===== config.mk =====
export PLATFORM = sky130hd
export DESIGN_NAME = sat_cmd_sequencer
export DESIGN_NICKNAME = d
export VERILOG_FILES = /design/src/rtl/sat_pkg.sv /design/src/rtl/sat_cmd_mem.sv /design/src/rtl/sat_cmd_sequencer.sv
export SDC_FILE = /design/constraint.sdc
export NUM_CORES = 1
export LEC_CHECK = 0
export CORE_ASPECT_RATIO = 1.1
export CORE_MARGIN = 4
export CORE_UTILIZATION = 25
export CTS_BUF_LIST = sky130_fd_sc_hd__clkbuf_8
export CTS_CLUSTER_DIAMETER = 50
export DETAILED_ROUTE_END_ITERATION = 7
export GPL_TIMING_DRIVEN = 0
export MAX_ROUTING_LAYER = met4
export SLEW_MARGIN = 20
export SYNTH_ARGS = -nofsm -noshare
export SYNTH_HDL_FRONTEND = slang
export SYNTH_SLANG_ARGS = --single-unit

===== constraint.sdc =====
create_clock -name clk -period 3.5 [get_ports clk]
set_clock_uncertainty 0.2 [all_clocks]
set_input_delay 0.35 -clock clk [delete_from_list [all_inputs] [get_ports clk]]
set_output_delay 0.35 -clock clk [all_outputs]
set_load 0.005 [all_outputs]

===== src/rtl/sat_pkg.sv =====
// Shared types and command-field helpers for the SAT command sequencer.
package sat_pkg;

  typedef enum logic [1:0] {
    OP_RESET  = 2'b00,
    OP_CLAUSE = 2'b01,
    OP_CNF    = 2'b10,
    OP_CLR    = 2'b11
  } opcode_e;

  typedef enum logic [1:0] {
    ST_IDLE = 2'b00,
    ST_RUN  = 2'b01,
    ST_DONE = 2'b10
  } state_e;

  localparam int unsigned OPC_W   = 2;
  localparam int unsigned NEG_POS = 0;
  localparam int unsigned VAR_LSB = 1;

  // Field positions depend on the command width, so they are derived here.
  function automatic int unsigned opc_lsb(input int unsigned cmd_w);
    return cmd_w - OPC_W;
  endfunction

  function automatic int unsigned var_msb(input int unsigned cmd_w);
    return cmd_w - OPC_W - 1;
  endfunction

endpackage


===== src/rtl/sat_cmd_mem.sv =====
// Command program register file: synchronous write, asynchronous read, no reset.
module sat_cmd_mem #(
  parameter int unsigned CMD_W  = 8,
  parameter int unsigned DEPTH  = 16,
  parameter int unsigned ADDR_W = $clog2(DEPTH)
) (
  input  logic              clk,
  input  logic              we,
  input  logic [ADDR_W-1:0] wr_addr,
  input  logic [CMD_W-1:0]  wr_data,
  input  logic [ADDR_W-1:0] rd_addr,
  output logic [CMD_W-1:0]  rd_data
);

  logic [CMD_W-1:0] mem [DEPTH];

  always_ff @(posedge clk) begin
    if (we) begin
      mem[wr_addr] <= wr_data;
    end
  end

  assign rd_data = mem[rd_addr];

endmodule


===== src/rtl/sat_cmd_sequencer.sv =====
// Writable command program streamed to the SAT accelerator over valid/ready.
// Optional handshake statistics outputs are enabled by SAT_CMD_STATS_EN.
module sat_cmd_sequencer
  import sat_pkg::*;
#(
  parameter int unsigned CMD_W  = 8,
  parameter int unsigned DEPTH  = 16,
  parameter int unsigned ADDR_W = $clog2(DEPTH)
) (
  input  logic              clk,
  input  logic              resetN,
  input  logic              wr_en,
  input  logic [ADDR_W-1:0] wr_addr,
  input  logic [CMD_W-1:0]  wr_data,
  output logic              wr_err,
  input  logic [ADDR_W:0]   prog_len,
  input  logic              loop_en,
  input  logic              start,
  input  logic              stop,
  output logic [CMD_W-1:0]  cmd_out,
  output logic              cmd_valid,
  input  logic              cmd_ready,
  output logic [ADDR_W-1:0] pc,
  output logic              busy,
  output logic              done
`ifdef SAT_CMD_STATS_EN
  ,
  output logic [15:0]       issue_cnt,
  output logic [15:0]       cnf_cnt
`endif
);

  state_e            state;
  logic [ADDR_W:0]   len;
  logic              loop;
  logic [ADDR_W:0]   len_sel;
  logic              last;
  logic              hs;
  logic              mem_we;
  logic [ADDR_W-1:0] rd_addr;
  logic [CMD_W-1:0]  rd_data;

  assign len_sel = (prog_len > (ADDR_W+1)'(DEPTH)) ? (ADDR_W+1)'(DEPTH) : prog_len;
  assign last    = ({1'b0, pc} == (len - 1'b1));
  assign hs      = cmd_valid && cmd_ready;
  assign mem_we  = wr_en && (state != ST_RUN);

  // Read address is the pc the next handshake would move to; entry 0 otherwise,
  // which also serves start and loop wrap without a bubble.
  always_comb begin
    rd_addr = '0;
    if (state == ST_RUN && !last) begin
      rd_addr = pc + 1'b1;
    end
  end

  sat_cmd_mem #(
    .CMD_W  (CMD_W),
    .DEPTH  (DEPTH),
    .ADDR_W (ADDR_W)
  ) u_mem (
    .clk     (clk),
    .we      (mem_we),
    .wr_addr (wr_addr),
    .wr_data (wr_data),
    .rd_addr (rd_addr),
    .rd_data (rd_data)
  );

  always_ff @(posedge clk or negedge resetN) begin
    if (!resetN) begin
      state     <= ST_IDLE;
      len       <= '0;
      loop      <= 1'b0;
      pc        <= '0;
      cmd_out   <= '0;
      cmd_valid <= 1'b0;
      busy      <= 1'b0;
      done      <= 1'b0;
      wr_err    <= 1'b0;
    end else begin
      wr_err <= wr_en && (state == ST_RUN);
      if (stop) begin
        state     <= ST_IDLE;
        pc        <= '0;
        cmd_out   <= '0;
        cmd_valid <= 1'b0;
        busy      <= 1'b0;
        done      <= 1'b0;
      end else begin
        case (state)
          ST_IDLE, ST_DONE: begin
            if (start) begin
              len  <= len_sel;
              loop <= loop_en;
              if (len_sel == '0) begin
                state     <= ST_DONE;
                cmd_out   <= '0;
                cmd_valid <= 1'b0;
                busy      <= 1'b0;
                done      <= 1'b1;
              end else begin
                state     <= ST_RUN;
                pc        <= '0;
                cmd_out   <= rd_data;
                cmd_valid <= 1'b1;
                busy      <= 1'b1;
                done      <= 1'b0;
              end
            end
          end
          ST_RUN: begin
            if (hs) begin
              if (!last) begin
                pc      <= pc + 1'b1;
                cmd_out <= rd_data;
              end else if (loop) begin
                pc      <= '0;
                cmd_out <= rd_data;
              end else begin
                state     <= ST_DONE;
                cmd_out   <= '0;
                cmd_valid <= 1'b0;
                busy      <= 1'b0;
                done      <= 1'b1;
              end
            end
          end
          default: begin
            state     <= ST_IDLE;
            cmd_out   <= '0;
            cmd_valid <= 1'b0;
            busy      <= 1'b0;
            done      <= 1'b0;
          end
        endcase
      end
    end
  end

`ifdef SAT_CMD_STATS_EN
  localparam int unsigned OPC_LSB = opc_lsb(CMD_W);

  logic is_cnf;
  assign is_cnf = (cmd_out[OPC_LSB +: OPC_W] == OP_CNF);

  // A handshake overridden by stop is not counted.
  always_ff @(posedge clk or negedge resetN) begin
    if (!resetN) begin
      issue_cnt <= '0;
      cnf_cnt   <= '0;
    end else if (!stop) begin
      if (state != ST_RUN && start) begin
        issue_cnt <= '0;
        cnf_cnt   <= '0;
      end else if (state == ST_RUN && hs) begin
        if (issue_cnt != '1) begin
          issue_cnt <= issue_cnt + 1'b1;
        end
        if (is_cnf && cnf_cnt != '1) begin
          cnf_cnt <= cnf_cnt + 1'b1;
        end
      end
    end
  end
`endif

endmodule


# Word level (Yosys, flattened, before mapping)
# Memory sizes are Yosys's and may differ from the RTL's.
# Cells that the tools add are included.
[word_totals]
in_bits = 24
output_inout_bits = 16
word_cells = 75
mem_bits_rw = 128
reg_bits = 23
n_memories = 1
[op_classes]
n_addsub = 2
mux = 39
eq_ne = 10
magnitude_cmp = 1
n_bitwise = 1
reduce_logical = 13
[mem_list]
columns = ["name", "depth", "word_bits", "read_ports", "rd_ports_with_merged_regs", "wr", "line", "source"]
rows = [
  ["u_mem.mem", 16, 8, 1, 0, 1, "sat_cmd_mem.sv:15", "logic [CMD_W-1:0] mem [DEPTH];"],
]
[ops]
columns = ["op", "n"]
rows = [
  ["8-bit two-way mux", 6],
  ["4-bit two-way mux", 7],
  ["8-bit one-hot mux with 2 select lines", 1],
  ["3-bit inequality test (second input constant)", 5],
  ["1-bit two-way mux", 14],
  ["2-bit two-way mux", 6],
  ["4-bit one-hot mux with 2 select lines", 1],
  ["4-bit by 5-bit == test with 1-bit output", 1],
  ["5-bit greater-than comparator (second input constant)", 1],
  ["5-bit zero test", 1],
  ["5-bit two-way mux", 1],
  ["5-bit AND reduction", 1],
  ["5-bit by 1-bit subtractor with 5-bit output (second input constant)", 1],
  ["4-bit by 1-bit adder with 4-bit output (second input constant)", 1],
  ["1-bit logical AND", 4],
  ["4-bit inequality test (second input constant)", 1],
  ["1-bit one-hot mux with 2 select lines", 2],
  ["2-bit one-hot mux with 2 select lines", 1],
  ["4-bit AND reduction", 1],
  ["3-bit AND reduction", 1],
  ["3-bit nonzero test", 1],
  ["2-bit by 1-bit == test with 1-bit output (second input constant)", 1],
  ["2-bit == test (second input constant)", 1],
  ["2-bit zero test", 1],
  ["5 further kinds", 5],
]

# Depth between registers and ports, before layout
# An unclocked memory read counts as a cell.
[logic_depth]
ltp_word = 11
ltp_mapped = 9
depth_no_buf = 8

# Hierarchy
# From an unflattened synthesis, not the netlist that was laid out.
[unflattened]
hier_cells = 342
area_unflattened_um2 = 6227.2
[modules_own_cells]
columns = ["mod", "cells_per_inst", "instances", "area_per_inst_um2", "seq_area_each_um2"]
rows = [
  ["sat_cmd_mem", 221, 1, 4987.3, 3843.7],
  ["sat_cmd_sequencer", 121, 1, 1239.9, 550.5],
]

# Worst setup path before layout
# Ideal clock, no wire load.
[synth_timing]
path_type = "reg2reg"
start = "register done (netlist name)"
end = "memory u_mem.mem[0][0], enable pin"
arrival_ns = 1.921
path_stages_with_launch = 7
setup_ns = 0.383
setup_slack_ns = 0.996
t_required_ns = 2.917
path_buffers = 2
synth_period_minus_slack_ns = 2.504
cell_sequence = "dfrtp_1 > nand2b_1 > buf_6 > buf_2 > nand2_1 > or3_1 > nor3_1"
[synth_rtl]
columns = ["element", "line"]
rows = [
  ["to (decl)", "sat_cmd_mem.sv:15"],
]

# Worst setup path in the final report
[layout_timing]
start = "register pc[0]"
end = "register cmd_out[1]"
[layout_via]
elab_chain_cells = 10
word_cells_on_any_way = 13
cone_classes = "1 x add/sub; 1 x eq/ne; 8 x mux; 2 x reduce/logical; 1 x memory"
[layout_rtl]
columns = ["element", "line", "source"]
rows = [
  ["from (decl)", "sat_cmd_sequencer.sv:23", "output logic [ADDR_W-1:0] pc,"],
  ["from (signal assigned)", "sat_cmd_sequencer.sv:115", "pc <= pc + 1'b1;"],
  ["parallel branches: the longest is 8 deep, another holds memory read 16 x 8 bit", "-", ""],
  ["8-bit one-hot mux with 2 select lines *", "sat_cmd_sequencer.sv:91", "case (state)"],
  ["8-bit two-way mux *", "sat_cmd_sequencer.sv:83", "if (stop) begin"],
  ["to (signal assigned)", "sat_cmd_sequencer.sv:105", "cmd_out <= rd_data;"],
  ["to (signal assigned)", "sat_cmd_sequencer.sv:116", "cmd_out <= rd_data;"],
  ["to (signal assigned)", "sat_cmd_sequencer.sv:119", "cmd_out <= rd_data;"],
  ["to (decl)", "sat_cmd_sequencer.sv:20", "output logic [CMD_W-1:0] cmd_out,"],
]
# Mark *: on every way between the ends. The select of a mux whose other input is x is not followed.
# A chain may end at the register's enable or synchronous reset.

==> results.yml <==
worst_setup_path:
  worstPathMaxFanout: 10
  slowest_delay_ps: 530
  rrSetupSlack_ps: 420
  slowest_stage: "ha_1"
  reg2reg_from: "pc[0]"
  crit_type: "reg -> reg"
  critPathLaunch: "pc[0]"
  critPathLaunchType: "flip-flop"
  endpoint_kind: "flip-flop"
  critPathRequiredTime_ps: 3590
  path_cells: "ha_1 > buf_4 > buf_2 > mux2i_1 > a221o_1 > nor2_1 > o41ai_1 > a22oi_1"
  arrival_ps: 3170
global_routing:
  grt_pass1_vias: 4148
  grtUsageTotal_pct: 11.3
  grt_pass1_wl_um: 23900
  grt-ovfl-total: 0
  antenna_found_initial: 0
  grt_max_degree: 23
finish:
  layout.nets: 523
  n_fill_cell: 2563
  drive_gt1_share_pct: 16.3
  utilization_pct: 30.3
  area_delta_synth_final_pct: 18.8
  antenna_cells: 0
die:
  start_util_pct: 25.5
  chipWidth_um: 161
  die_h_um: 177
  io_pins: 40
  die-area_um2: 28500
  core_area_um2: 25300
  num_rows: 61
timing:
  fin_tns_setup_ps: 0
  min_period_ps: 3080
  hold_viol: 0
  grt_setup_unrepaired: "no"
  drv_slew: 0
  setup_viol: 0
  relSlewSlack_pct: 30.8
  timing.final.crit_share_pct: 87.9
  worstMarginPinSlew_ps: 1030
  max_freq_ghz: 0.325
route:
  firstDrtPassIters: 5
  vias_per_cell: 4.70
  wl_per_cell_um: 18.0
  drt_wl_total_um: 15400
  antenna_left: 0
  vias: 4017
  first_iter_violations: 473
  drc: 0
synthesis:
  async_reset_ff_share_pct: 14.7
  synth_cell_types: 56
  ys_seq_area_share_pct: 68.0
  synthTopCellsByArea: "edfxtp_1 (59%), dfrtp_1 (8.5%), mux4_2 (2.8%)"
  synth_edf_count: 128
  yosys-top-cells-count: "edfxtp_1 (128), nor2_1 (44), nand2_1 (26)"
  synth_top_cell_by_area: "edfxtp_1"
  synth.cell_area_um2: 6460
  synth_ff_type: "edfxtp_1"
  yosys_register_bits: 150
  netlist.area_leader.share_pct: 59.5
  synth_most_common_cell: "edfxtp_1"
  syn_inst: 439
  avgSynthCellArea_um2: 14.7
  synth_fp_nets: 465
  yosysWarnings: 0
cts:
  cts_tree: "done"
  clkSlewWorstSetupHoldPaths_ps: 80
  cts.htree.levels: 4
  cts_setup_buffers: 0
  cts_inserted_buffers: 17
  cts.repair.resized: 0
  cts.sinks: 150
  clkLatencyLatePin_ps: 450
  cts_root_buffer: "clkbuf_8"
  cts.path.max_buffers: 2
power:
  peakVddDrop_mv: 0.187
  p_leak_nw: 2.49
  power_density_nw_per_um2: 527
  power_mw: 4.04
placement:
  dp_hpwl_um: 10800
  place.gp.congestion: 0.852
  io_buffers: 38
run_status:
  status: "finished clean"
worst_hold_path:
  hold_class: "in -> reg"
  hp-start: "stop"
flow_run:
  maxCapViolCount: 0
what timing repair did:
item | CTS | global route
hold endpoints to repair | 22 | 0
hold buffers | 1 | 0
setup endpoints to repair | 0 | 0
final cells by class:
cell class	count	area [um2]	area share [%]
inverter	4	15.0	0.196
sequential	150	4390	57.3
clock inverter	14	150	1.96
tap	346	433	5.64
buffer	23	135	1.76
multi-input combinational	262	1930	25.1
clock buffer	17	234	3.05
timing repair buffer	39	385	5.02
cell usage in the layout, fill, tap and decap left out, types with 3 or more instances in the layout:
cell | Yosys | final
nor3_1 | 6 | 4
nor3_2 | 1 | 3
buf_4 | 3 | 3
a21oi_1 | 25 | 25
a221o_1 | 7 | 7
edfxtp_1 | 128 | 128
o221ai_1 | 7 | 7
mux2i_1 | 16 | 16
mux2_2 | 10 | 10
dfrtp_1 | 22 | 22
a22oi_1 | 7 | 7
inv_6 | 0 | 3
inv_1 | 4 | 4
o41ai_1 | 7 | 7
clkbuf_1 | 4 | 4
clkinvlp_4 | 0 | 4
o22ai_1 | 16 | 16
buf_6 | 3 | 3
and3_1 | 3 | 3
nand2b_1 | 16 | 16
nand2_1 | 26 | 26
mux4_2 | 8 | 8
o21ai_0 | 14 | 14
clkdlybuf4s50_1 | 0 | 37
clkbuf_8 | 0 | 17
a32o_1 | 9 | 9
nor2_1 | 44 | 44
buf_2 | 12 | 13
stage by stage:
step           area, um2  hold slack (ps)  worst slack [ps]  instances
6_report            7670             59.1               422        855
5_1_grt             7670             84.7               258        855
4_1_cts             7670             33.0               426        855
3_5_place_dp        7280              172               440        823
3_3_place_gp        7270              328               445        823
2_1_floorplan       6460             -146               996        439
worst paths after layout:
path                              end  cells after the start
min reg2reg                cmd_out[3]                      2
min in group asynchronous      len[2]                      2
min                              busy                      2
max                        cmd_out[1]                      8
max in group asynchronous  cmd_out[0]                      2
max reg2reg                cmd_out[1]                      8
cells by family (layout without fill, tap and decap cells):
| group | after synthesis | in the layout | synth area share (%) |
|---|---|---|---|
| compound gates | 109 | 109 | 12.5 |
| xor+xnor | 7 | 7 | 1.47 |
| fa+ha+maj | 2 | 2 | 0.387 |
| buf+inv | 27 | 97 | 2.32 |
| flops | 150 | 150 | 68.0 |
| mux | 34 | 34 | 7.01 |
| simple gates | 110 | 110 | 8.33 |
metal layers:
layer	part of all wire, %	track usage, %	vias up
met3	7.6	2.77	15
met1	44	14.8	1992
met2	48	18.0	172
met5	0	-	-
met4	0.75	2.74	0
li1	-	-	1838
worst max-delay path: cells and delay by family (launching register included):
kind	cells	cell delay (ps)
AOI/OAI and AO/OA	3	780
adders and majority gates	1	530
buffers and inverters	2	560
DFF	1	460
and+or+nand+nor	1	60
muxes	1	320
report_power, final:
group	total, mW	internal (mW)	switching [mW]	leakage [nW]
Clock	1.30	0.635	0.670	0.184
Sequential	2.06	2.00	0.0588	1.45
Combinational	0.675	0.276	0.398	0.855
Total	4.04	2.92	1.13	2.49
sequential cells by signal, summed over array words and instances (netlist names):
name,flops
busy,1
cmd_out,8
done,1
len,5
loop,1
pc,4
state,1
u_mem.mem,128
wr_err,1
(Power assumes the default switching activity.)
